### src/rtl/jtdsp16_do_pkg.sv
// +--------------------------------------------------------------------------+
// | jtdsp16_do_pkg : shared encodings for the do-loop sequencer              |
// | Rev 1.0                                                                  |
// +--------------------------------------------------------------------------+
`default_nettype none

package jtdsp16_do_pkg;

  localparam int NW    = 4;
  localparam int KW    = 7;

  localparam int N_MSB = 10;
  localparam int N_LSB = 7;
  localparam int K_MSB = 6;
  localparam int K_LSB = 0;

  typedef logic [0:0] state_t;

  localparam state_t S_IDLE = 1'b0;
  localparam state_t S_RUN  = 1'b1;

endpackage

`default_nettype wire

### src/rtl/jtdsp16_do_ctl.sv
// +--------------------------------------------------------------------------+
// | jtdsp16_do_ctl : "do K {N instr}" / "redo K" sequencer feeding the XAAU  |
// | Optional debug outputs when JTDSP16_DO_DEBUG_EN is defined. Rev 1.0      |
// +--------------------------------------------------------------------------+
`default_nettype none

module jtdsp16_do_ctl
  import jtdsp16_do_pkg::*;
#(
  parameter int NW_P = NW,
  parameter int KW_P = KW
) (
  input  logic              clk,
  input  logic              rst,
  input  logic              cen,
  input  logic              do_en,
  input  logic              redo_en,
  input  logic [10:0]       do_data,
  input  logic              irq_pend,
  output logic              do_start,
  output logic              do_redo,
  output logic              do_save,
  output logic              do_short,
  output logic              do_out,
  output logic [NW_P-1:0]   do_pc,
  output logic              pc_halt,
  output logic              busy,
`ifdef JTDSP16_DO_DEBUG_EN
  output logic [NW_P-1:0]   debug_n,
  output logic [KW_P-1:0]   debug_k,
  output logic [KW_P-1:0]   debug_iter,
`endif
  output logic              do_err
);

  state_t            state_q, state_d;
  logic [NW_P-1:0]   n_q, n_d;
  logic [KW_P-1:0]   k_q, k_d;
  logic [NW_P-1:0]   pc_q, pc_d;
  logic              err_q, err_d;
`ifdef JTDSP16_DO_DEBUG_EN
  logic [KW_P-1:0]   iter_q, iter_d;
`endif

  logic [NW_P-1:0]   w_n;
  logic [KW_P-1:0]   w_k;
  logic              w_do_acc;
  logic              w_redo_acc;
  logic              w_last_slot;
  logic              w_last_iter;
  logic              w_unused_irq;

  // Interrupts are held off by the XAAU while in cache; nothing to do here.
  assign w_unused_irq = irq_pend;

  assign w_n         = do_data[N_MSB:N_LSB];
  assign w_k         = do_data[K_MSB:K_LSB];
  assign w_do_acc    = do_en && (w_n != '0) && (w_k != '0);
  assign w_redo_acc  = !do_en && redo_en && (n_q != '0) && (w_k != '0);
  assign w_last_slot = (pc_q == n_q - NW_P'(1));
  assign w_last_iter = (k_q == KW_P'(1));

  // State and counter registers
  always_ff @(posedge clk or posedge rst) begin
    if (rst) begin
      state_q <= S_IDLE;
      n_q     <= '0;
      k_q     <= '0;
      pc_q    <= '0;
      err_q   <= 1'b0;
`ifdef JTDSP16_DO_DEBUG_EN
      iter_q  <= '0;
`endif
    end else if (cen) begin
      state_q <= state_d;
      n_q     <= n_d;
      k_q     <= k_d;
      pc_q    <= pc_d;
      err_q   <= err_d;
`ifdef JTDSP16_DO_DEBUG_EN
      iter_q  <= iter_d;
`endif
    end
  end

  // Next-state logic
  always_comb begin
    state_d = state_q;
    n_d     = n_q;
    k_d     = k_q;
    pc_d    = pc_q;
    err_d   = err_q;
`ifdef JTDSP16_DO_DEBUG_EN
    iter_d  = iter_q;
`endif
    case (state_q)
      S_IDLE: begin
        if (w_do_acc || w_redo_acc) begin
          if (w_do_acc) n_d = w_n;
          k_d     = w_k;
          pc_d    = '0;
          state_d = S_RUN;
`ifdef JTDSP16_DO_DEBUG_EN
          iter_d  = '0;
`endif
        end
      end
      S_RUN: begin
        if (do_en || redo_en) err_d = 1'b1;
        if (w_last_slot) begin
          pc_d = '0;
          k_d  = k_q - KW_P'(1);
`ifdef JTDSP16_DO_DEBUG_EN
          iter_d = iter_q + KW_P'(1);
`endif
          if (w_last_iter) state_d = S_IDLE;
        end else begin
          pc_d = pc_q + NW_P'(1);
        end
      end
      default: state_d = S_IDLE;
    endcase
  end

  // Output logic
  always_comb begin
    do_start = 1'b0;
    do_redo  = 1'b0;
    do_save  = 1'b0;
    do_short = 1'b0;
    do_out   = 1'b0;
    pc_halt  = 1'b0;
    busy     = 1'b0;
    case (state_q)
      S_IDLE: begin
        do_start = w_do_acc || w_redo_acc;
        do_save  = w_do_acc;
        do_redo  = w_redo_acc;
      end
      S_RUN: begin
        busy     = 1'b1;
        pc_halt  = 1'b1;
        do_short = (n_q == NW_P'(1));
        do_out   = w_last_slot && w_last_iter;
      end
      default: ;
    endcase
  end

  assign do_pc  = pc_q;
  assign do_err = err_q;

`ifdef JTDSP16_DO_DEBUG_EN
  assign debug_n    = n_q;
  assign debug_k    = k_q;
  assign debug_iter = iter_q;
`endif

endmodule

`default_nettype wire

### config.mk
export PLATFORM = sky130hd
export DESIGN_NAME = jtdsp16_do_ctl
export DESIGN_NICKNAME = d
export VERILOG_FILES = /design/src/rtl/jtdsp16_do_pkg.sv /design/src/rtl/jtdsp16_do_ctl.sv
export SDC_FILE = /design/constraint.sdc
export NUM_CORES = 1
export LEC_CHECK = 0
export CAP_MARGIN = 20
export CORE_MARGIN = 10
export CORE_UTILIZATION = 49
export DETAILED_ROUTE_END_ITERATION = 8
export PLACE_DENSITY = 0.79
export SYNTH_ARGS = -nofsm -noshare
export SYNTH_HDL_FRONTEND = slang
export SYNTH_SLANG_ARGS = --single-unit
### constraint.sdc
create_clock -name clk -period 3.05 [get_ports clk]
set_clock_uncertainty 0.2 [all_clocks]
set_input_delay 0.305 -clock clk [delete_from_list [all_inputs] [get_ports clk]]
set_output_delay 0.305 -clock clk [all_outputs]
set_load 0.05 [all_outputs]
==> summary.txt <==
Status
  • Outcome: complete, no violations

Worst setup path
  • Critical path depth in cells: 7
  • R2R Path Start: n_q[0]$_DFFE_PP0P_
  • Buf+Inv Stages, Crit Path: 2
  • Worst path required time: 2540 ps
  • CP arrival: 2390 ps
  • Crit-path max cell delay: 450 ps
  • Crit start category: flop
  • Worst R2R Setup Slack: 580 ps
  • Top delay family on crit path: simple AND/OR/NAND/NOR gates
  • Crit path from: n_q[0]$_DFFE_PP0P_
  • CP max stage cell: dfrtp_1
  • CP Max Fanout: 9
  • Crit-path cells: inv_1 > ha_1 > xor3_1 > nor3_2 > nand2_2 > nor4_4 > buf_12
  • RR Endpoint: k_q[5]$_DFFE_PP0P_
  • Worst Setup EP: do_out
  • CP Capture Type: output port
  • Crit path kind: flop to output port
  • R2R depth: 7

Clock network
  • Post_cts resized: 0
  • CTS tree: built
  • Reg clk slew, reported paths: 100 ps
  • Hold_buf cts: 0
  • Post-CTS setup buffer count: 0
  • Max clock buf depth: 2
  • # clock sinks: 17
  • Worst-skew pair later-pin latency: 290 ps
  • CTS Buf Count: 3
  • # H-tree levels: 1
  • Root buffer cell: clkbuf_4

Synthesis
  • Synth Register Bits: 17
  • Synth area leaders: dfrtp_1 35%, ha_1 6.2%, mux2_2 3.7%
  • Syn avg cell area: 9.56 um2
  • Post-Synthesis Cells: 126
  • Top_reg_cell synth: dfrtp_1
  • Share of the synthesized area in the top cell type: 35.3%
  • Syn_nets: 149
  • Sequential share of the synthesized area: 35.3%
  • Post-Syn Area: 1200 um2
  • Ys Warns: 0
  • Area leader, netlist: dfrtp_1
  • Synth unique cells: 45
  • Post-synth EDFFs: 0
  • Share of flip-flops with an asynchronous set or reset: 100%

Timing
  • Crit share post-route: 95.0%
  • Setup-failing EPs final: 0
  • RSZ-0062 raised after global routing: false
  • Max Freq: 0.345 GHz
  • Worst Tran Pin Value: 646 ps
  • Crit path time final: 2900 ps
  • Final Hold Vio Count: 0
  • Final Max Slew Viols: 0
  • Relative slew margins: 56.9%
  • Setup TNS: 0 ps

Detailed routing
  • WL met3: 189 um
  • Met2 Routed Length: 1490 um
  • Routed WL per cell: 16.4 um
  • Post-Route WL: 2970 um
  • 1st-pass router iterations: 4
  • Max layer used: met4
  • DRC errors left: 0
  • Routed metal-1 wire length: 1270 um
  • Vias/cell: 5.96
  • Starting DRT DRC Count: 62
  • Vias: 1079
  • Final ANT Viol Nets: 0

GRT
  • Initial antenna violation count: 0
  • Largest net degree at the start of global routing: 18
  • Gr usage total: 12.6%
  • Vias in the first global route: 1144
  • First-pass GRT wire length: 5220 um
  • Aggregate global routing overflow: 0

Worst hold path
  • Hold Crit Class: primary input to asynchronous set/reset pin

Layout
  • Layout area overhead: 28.0%
  • Multi-input combinational cell area: 748 um2
  • Non-filler cells, final: 181
  • Most common cell after layout, fill and taps aside: clkdlybuf4s50_1
  • Layout Nets: 177
  • Antenna fix cells: 0
  • Share of cells above drive strength 1: 12.4%
  • Fillers: 179
  • Most frequent cells in the layout: 25 x clkdlybuf4s50_1, 17 x dfrtp_1, 12 x nand2_1
  • Reg area: 425 um2
  • Finished layout cell area: 1540 um2

Floorplan
  • Die height: 69.6 um
  • Die width: 69.6 um
  • Die Area: 4840 um2
  • I/O Pins: 29
  • Initial Util: 52.9%
  • Core area: 2280 um2
  • Placement Rows: 17

Job
  • Max cap viols: 0

Place
  • GPL Wtd Cong: 0.826
  • DP Area: 1520 um2
  • Placed Cells: 177
  • Number of port buffers: 27
  • Post-DP HPWL: 2380 um

Power and ir drop
  • Lkg Pwr: 0.000648 uW
  • Worst IR Drop VDD: 0.486 mV
  • Pwr/cell area: 703 nW/um2
==> sequential cells by signal (all words and copies together), names as in the netlist <==
signal / flops
k_q: 7
do_pc: 4
n_q: 4
do_err: 1
state_q: 1
==> power breakdown <==
part	switching (uW)	internal, uW	total (uW)
Clock	74.0	50.9	125
Sequential	96.5	296	393
Combinational	303	264	567
Total	474	611	1080
==> per-layer routing <==
layer,track usage [%],up-vias
li1,-,512
met1,15.0,528
met5,0,-
met2,20.5,37
met3,4.71,2
met4,3.55,0
==> kinds of logic after synthesis <==
group                      after synthesis  synth area share, %
AOI/OAI and AO/OA                       24                 17.4
and+or+nand+nor                         53                 22.8
DFF                                     17                 35.3
xor gates and xnor gates                 6                 5.61
buffers and inverters                   11                 3.84
muxes                                    9                 8.72
adders and majority gates                6                 6.23
==> worst min-delay path by stage <==
stage,from,end,slack (ps)
global route,rst,k_q[5]$_DFFE_PP0P_,240
global placement,do_err$_DFFE_PP0P_,do_err$_DFFE_PP0P_,260
floorplan,rst,do_err$_DFFE_PP0P_,30
finish,rst,n_q[1]$_DFFE_PP0P_,190
detailed placement,do_err$_DFFE_PP0P_,do_err$_DFFE_PP0P_,280
CTS,rst,n_q[2]$_DFFE_PP0P_,220
==> area by class of cell <==
class | instances | area share (%)
clock buffer | 4 | 1.70
tap | 28 | 2.27
inverter | 6 | 1.46
timing repair buffer | 28 | 18.5
multi-input combinational | 98 | 48.5
sequential | 17 | 27.6
==> metrics by stage <==
stage	setup slack, ps	utilization [%]	power, uW	hold WS, ps
floorplan	248	-	807	31.1
global placement	373	66.6	942	262
detailed placement	342	66.6	965	279
CTS	126	67.8	1090	217
global route	10.9	67.8	1170	235
finish	154	67.8	1090	186
==> cells in the mapped netlist, types with 2 or more instances <==
| cell type | instances |
|---|---|
| a2bb2oi_1 | 2 |
| mux2_4 | 2 |
| o21bai_1 | 2 |
| o2bb2ai_1 | 2 |
| nor2_1 | 10 |
| and3_1 | 2 |
| nor2b_1 | 3 |
| and2_1 | 3 |
| mux2i_1 | 3 |
| nor3_1 | 5 |
| ha_1 | 6 |
| a21oi_1 | 5 |
| nand2b_1 | 3 |
| or3_1 | 2 |
| inv_1 | 6 |
| nor3b_1 | 2 |
| xnor2_1 | 4 |
| mux2_2 | 4 |
| nand3_1 | 3 |
| nand2_1 | 12 |
| dfrtp_1 | 17 |
| nor4_1 | 4 |
| clkbuf_1 | 2 |
Power figures use the tool's default switching activity.
==> patch 1: new RTL, config.mk and constraints unchanged <==
Add a define of `JTDSP16_DO_DEBUG_EN`.
--- a/src/rtl/jtdsp16_do_ctl.sv
+++ b/src/rtl/jtdsp16_do_ctl.sv
@@ -3,6 +3,8 @@
 // | Optional debug outputs when JTDSP16_DO_DEBUG_EN is defined. Rev 1.0      |
 // +--------------------------------------------------------------------------+
 `default_nettype none
+
+`define JTDSP16_DO_DEBUG_EN
 
 module jtdsp16_do_ctl
   import jtdsp16_do_pkg::*;
Function (old outputs only; new: debug_iter, debug_k and debug_n): kept (equiv_simple and equiv_induct, registers matched by name and starting in step).
==> patch 1 against the original RTL <==
  * Sequential cell count grew 7
  * Final area is 33% higher
  * Total power is 47% higher
  * Setup slack better by 110 ps
  * Cell count up 39%
  * Critical path depth shrank 1
  * Non-clock buffer count increased by 20
  * Wire length up 39%
  * Area after synthesis rose by 27%
  * Critical endpoint is now do_start
  * Highest routed layer unchanged
==> patch 1: results (changes against the original RTL) <==
{| class="wikitable"
! Metric !! Value
|-
| Routed wire length per instance || 16.42 µm (+0.16%)
|-
| Reg2reg setup slack || 460 ps (-120 ps)
|-
| HPWL after DPL || 3081 µm (+29%)
|-
| Final-layout non-clock buffer area share || 0.2276 (+0.04266)
|-
| Post-Synthesis Cells || 164 (+30%)
|-
| Total of buffers placed on input and output ports || 45 (+67%)
|-
| Power density of the placed cells || 776.3 nW/µm² (+10%)
|-
| Final hold slack || 272.3 ps (+86.44 ps)
|-
| Area taken by multi-input logic gates || 834.6 µm² (+12%)
|-
| Largest voltage drop on the vdd net || 0.0005255 V (+8.2%)
|-
| Non-filler instance count after layout || 251 (+39%)
|-
| Clk_lat worst skew || 320 ps (+30 ps)
|-
| First-pass GRT wire length || 7245 µm (+39%)
|-
| Setup crit end || do_start
|-
| Via count of the routed design || 1,455 (+35%)
|-
| Setup slack after placement || 246.8 ps (-94.86 ps)
|-
| Worst endpoint data arrival time || 2290 ps (-100 ps)
|-
| Crit-path max FO || 6 (-3)
|-
| Count of TritonRoute iterations in the first routing pass || 6 (+2)
|-
| Pin count of the biggest net entering global routing || 25 (+7)
|-
| Switching power total || 743.2 µW (+57%)
|-
| Compound-cell area share of the yosys netlist || 0.2127 (+0.03826)
|-
| Post-Syn Nets || 188 (+26%)
|-
| Outcome || finished clean
|-
| Count of routing violations after the opening detailed-route iteration || 171 (+180%)
|-
| Relative slew slack || 0.3952 (-0.1736)
|-
| Clock-cell share || 0.02563 (+0.008594)
|-
| Combinational gate power || 836 µW (+47%)
|-
| Share of synthesized area spent on multiplexers || 0.03586 (-0.05137)
|-
| Count of instances resized after the clock tree is built || 1 (+1)
|-
| Number of multi-input combinational cells in the layout || 120 (+22%)
|-
| Number of placed instances with taps included || 247 (+40%)
|-
| Count of inverters not on the clock network in the layout || 11 (+5)
|-
| Design Area, Final || 2051 µm² (+33%)
|-
| Crit path largest cell delay || 480 ps (+30 ps)
|-
| Fillers || 245 (+37%)
|-
| Leakage component of the power || 0.8709 nW (+34%)
|-
| CLK BUF || 3 (-1)
|-
| Reg-to-reg endpoint || debug_k[4]$_DFFE_PP0P_
|-
| Number of nets at the end of the flow || 232 (+31%)
|-
| Number of buffers other than clock buffers in the final layout || 48 (+71%)
|-
| Fraction of final layout cells with drive strength greater than 1 || 0.08213 (-0.04206)
|-
| Total die area || 5772 µm² (+19%)
|-
| Commonest cells in the synthesized netlist || sky130_fd_sc_hd__dfrtp_1, sky130_fd_sc_hd__nand2_1, sky130_fd_sc_hd__a21oi_1, sky130_fd_sc_hd__inv_1, sky130_fd_sc_hd__nand3_1
|-
| Register area share after synthesis || 0.3912 (+0.03813)
|}
patch 1: cell types whose count changed in the layout (fill, tap and decap cells not counted), moves of 3 or more:
| cell | before | now |
|---|---|---|
| sky130_fd_sc_hd__a21oi_1 | 5 | 10 |
| sky130_fd_sc_hd__a31oi_1 | 0 | 3 |
| sky130_fd_sc_hd__buf_4 | 2 | 5 |
| sky130_fd_sc_hd__clkdlybuf4s50_1 | 25 | 42 |
| sky130_fd_sc_hd__dfrtp_1 | 17 | 24 |
| sky130_fd_sc_hd__inv_1 | 6 | 10 |
| sky130_fd_sc_hd__nand3_1 | 3 | 10 |
| sky130_fd_sc_hd__nand4_1 | 0 | 3 |
| sky130_fd_sc_hd__nor2b_1 | 3 | 0 |
| sky130_fd_sc_hd__o211ai_1 | 1 | 6 |
| sky130_fd_sc_hd__o21ai_0 | 1 | 7 |
patch 1: layer usage:
layer | wire length [µm] | GRT usage
met1 | 1719 | 0.1819
met2 | 2069 | 0.2313
met3 | 229 | 0.03184
met4 | 102 | 0.05303
met5 | 0 | 0
==> patch 2: new RTL, same settings <==
Made on the original files. Register the output `do_err` once more, with the module's reset; this adds one clock of latency there. The other outputs are not delayed to match.
--- a/src/rtl/jtdsp16_do_ctl.sv
+++ b/src/rtl/jtdsp16_do_ctl.sv
@@ -148,7 +148,13 @@
   end
 
   assign do_pc  = pc_q;
-  assign do_err = err_q;
+  always_ff @(posedge clk or posedge rst) begin
+    if (rst) begin
+      do_err <= '0;
+    end else begin
+      do_err <= err_q;
+    end
+  end
 
 `ifdef JTDSP16_DO_DEBUG_EN
   assign debug_n    = n_q;
Formal check against the unedited RTL: not equivalent (Yosys sat finds a counterexample within 4 cycles, from zero or initial values and one cycle with rst high).
==> patch 2 against the original RTL <==
  * Register-to-register slack is essentially flat
  * Wire length shrank 0.94%
  * Largest power group unchanged
  * Total power grew 4.1%
  * Area after synthesis grew 2.1%
  * Sequential cell count grew 1
  * Global-route usage shrank 0.58 points
  * Synthesized cell count grew 0.79%
  * Final area grew 2.4%
  * Critical endpoint unchanged
  * Critical path depth is the same
  * Setup slack lost 30 ps
  * First-iteration DRC count shrank 18%
==> patch 2: results (changes against the original RTL) <==
{| class="wikitable"
! Metric !! Value
|-
| Cell types with the largest area share after synthesis || sky130_fd_sc_hd__dfrtp_1, sky130_fd_sc_hd__ha_1, sky130_fd_sc_hd__mux2_2
|-
| Fraction of final layout cells with drive strength greater than 1 || 0.1299 (+0.005687)
|-
| Post-Syn Nets || 150 (+0.67%)
|-
| Placed Instance Area || 1544 µm² (+1.8%)
|-
| Clock slew at reported path FFs || 120 ps (+20 ps)
|-
| Largest voltage drop on the vdd net || 0.0005629 V (+16%)
|-
| Share of synthesized area spent on multiplexers || 0.08545 (-0.001775)
|-
| Pin count of the biggest net entering global routing || 19 (+1)
|-
| Clk_lat worst skew || 310 ps (+20 ps)
|-
| Post-Synth XOR/XNOR Area || 0.05493 (-0.001141)
|-
| HPWL after DPL || 2271 µm (-4.8%)
|-
| Global-route total usage across every layer || 0.1201 (-0.005799)
|-
| Crit-path max FO || 9 (unchanged)
|-
| Via count of the routed design || 1,065 (-1.3%)
|-
| Biggest register || k_q
|-
| Warnings, synthesis || 0 (unchanged)
|-
| CTS H-tree depth || 1 (unchanged)
|-
| Detailed Route WL || 2939 µm (-0.94%)
|-
| Crit path largest cell delay || 460 ps
|-
| Mean post-synth cell area || 9.684 µm² (+1.3%)
|-
| Worst endpoint data arrival time || 2420 ps (+30 ps)
|-
| First-pass GRT wire length || 4981 µm (-4.6%)
|-
| Adder-cell share of the synthesized area || 0.06104 (-0.001268)
|-
| Cell count of the worst reg-to-reg path || 7 (unchanged)
|-
| Worst Hold Class || input port to async pin
|-
| Count of routing violations after the opening detailed-route iteration || 51 (-18%)
|-
| Routed wire length per instance || 15.97 µm (-2.6%)
|-
| Leakage component of the power || 0.6625 nW (+2.3%)
|-
| Register area share after synthesis || 0.3662 (+0.01316)
|-
| Flip-flop count of the largest register after layout || 7 (unchanged)
|-
| Commonest cells in the synthesized netlist || sky130_fd_sc_hd__dfrtp_1, sky130_fd_sc_hd__nand2_1, sky130_fd_sc_hd__nor2_1
|-
| Relative slew slack || 0.5167 (-0.05217)
|-
| Compound-cell area share of the yosys netlist || 0.1709 (-0.003549)
|-
| Clock tree root buffer cell || sky130_fd_sc_hd__clkbuf_4
|-
| CTS buffer count || 3 (unchanged)
|-
| Fillers || 210 (+17%)
|-
| Number of placed instances with taps included || 180 (+1.7%)
|-
| Placer's final routability congestion estimate || 0.8786 (+6.3%)
|-
| Outcome || finished clean
|}
## patch 2: through the flow
stage | utilization | setup slack [ps] | power (mW) | hold WS [ps]
detailed placement | 0.6348 | 270.9 | 0.9737 | 166.0
floorplan | - | 248.2 | 0.8203 | 43.57
finish | 0.6497 | 124.1 | 1.129 | 192.0
CTS | 0.6497 | 110.5 | 1.133 | 198.3
global route | 0.6497 | 11.32 | 1.209 | 191.4
global placement | 0.6348 | 286.5 | 0.9530 | 159.9
## patch 2: how the worst max path moves through the flow
stage | startpoint | endpoint | slack (ps) | cells after the start
after floorplan | state_q$_DFFE_PP0P_ | do_short | 250 | 4
after global placement | do_data[2] | do_redo | 290 | 6
after detailed placement | do_data[2] | do_redo | 270 | 6
after CTS | n_q[0]$_DFFE_PP0P_ | do_out | 110 | 7
after global routing | n_q[0]$_DFFE_PP0P_ | do_out | 10 | 7
final | n_q[0]$_DFFE_PP0P_ | do_out | 120 | 7
## patch 2: kinds of logic after synthesis
kind of cell | after synthesis
AO/OA/AOI/OAI | 24
adder cells (fa/ha/maj) | 6
multiplexers | 9
buffers and inverters | 11
AND/OR/NAND/NOR | 53
flip-flops | 18
XOR/XNOR | 6
## patch 2: area by class of cell
cell class / instances / area, µm² / share of cell area
multi-input combinational: 98 / 748.2 / 0.4735
timing repair buffer: 28 / 285.3 / 0.1805
sequential: 18 / 450.4 / 0.2850
inverter: 6 / 22.52 / 0.01425
tap: 30 / 37.54 / 0.02375
clock buffer: 4 / 36.28 / 0.02296
## patch 2: critical path: cells and delay by family, from the launching register on
kind / cells / cell delay [ps]
adders and majority gates: 1 / 220
DFF: 1 / 460
xor gates and xnor gates: 1 / 360
buffers and inverters: 2 / 270
and+or+nand+nor: 3 / 790
## patch 2: power breakdown
group / internal [mW] / leakage [nW] / switching [mW]
combinational: 0.264 / 0.430 / 0.299
sequential: 0.310 / 0.212 / 0.0962
clock: 0.0730 / 0.0210 / 0.0874
## patch 2: metal layers
layer,vias to the layer above,GRT usage,wire (µm)
met2,40,0.1843,1301
met4,0,0.05921,68
met1,502,0.1427,1341
met5,-,0,0
li1,514,-,-
met3,9,0.04520,227
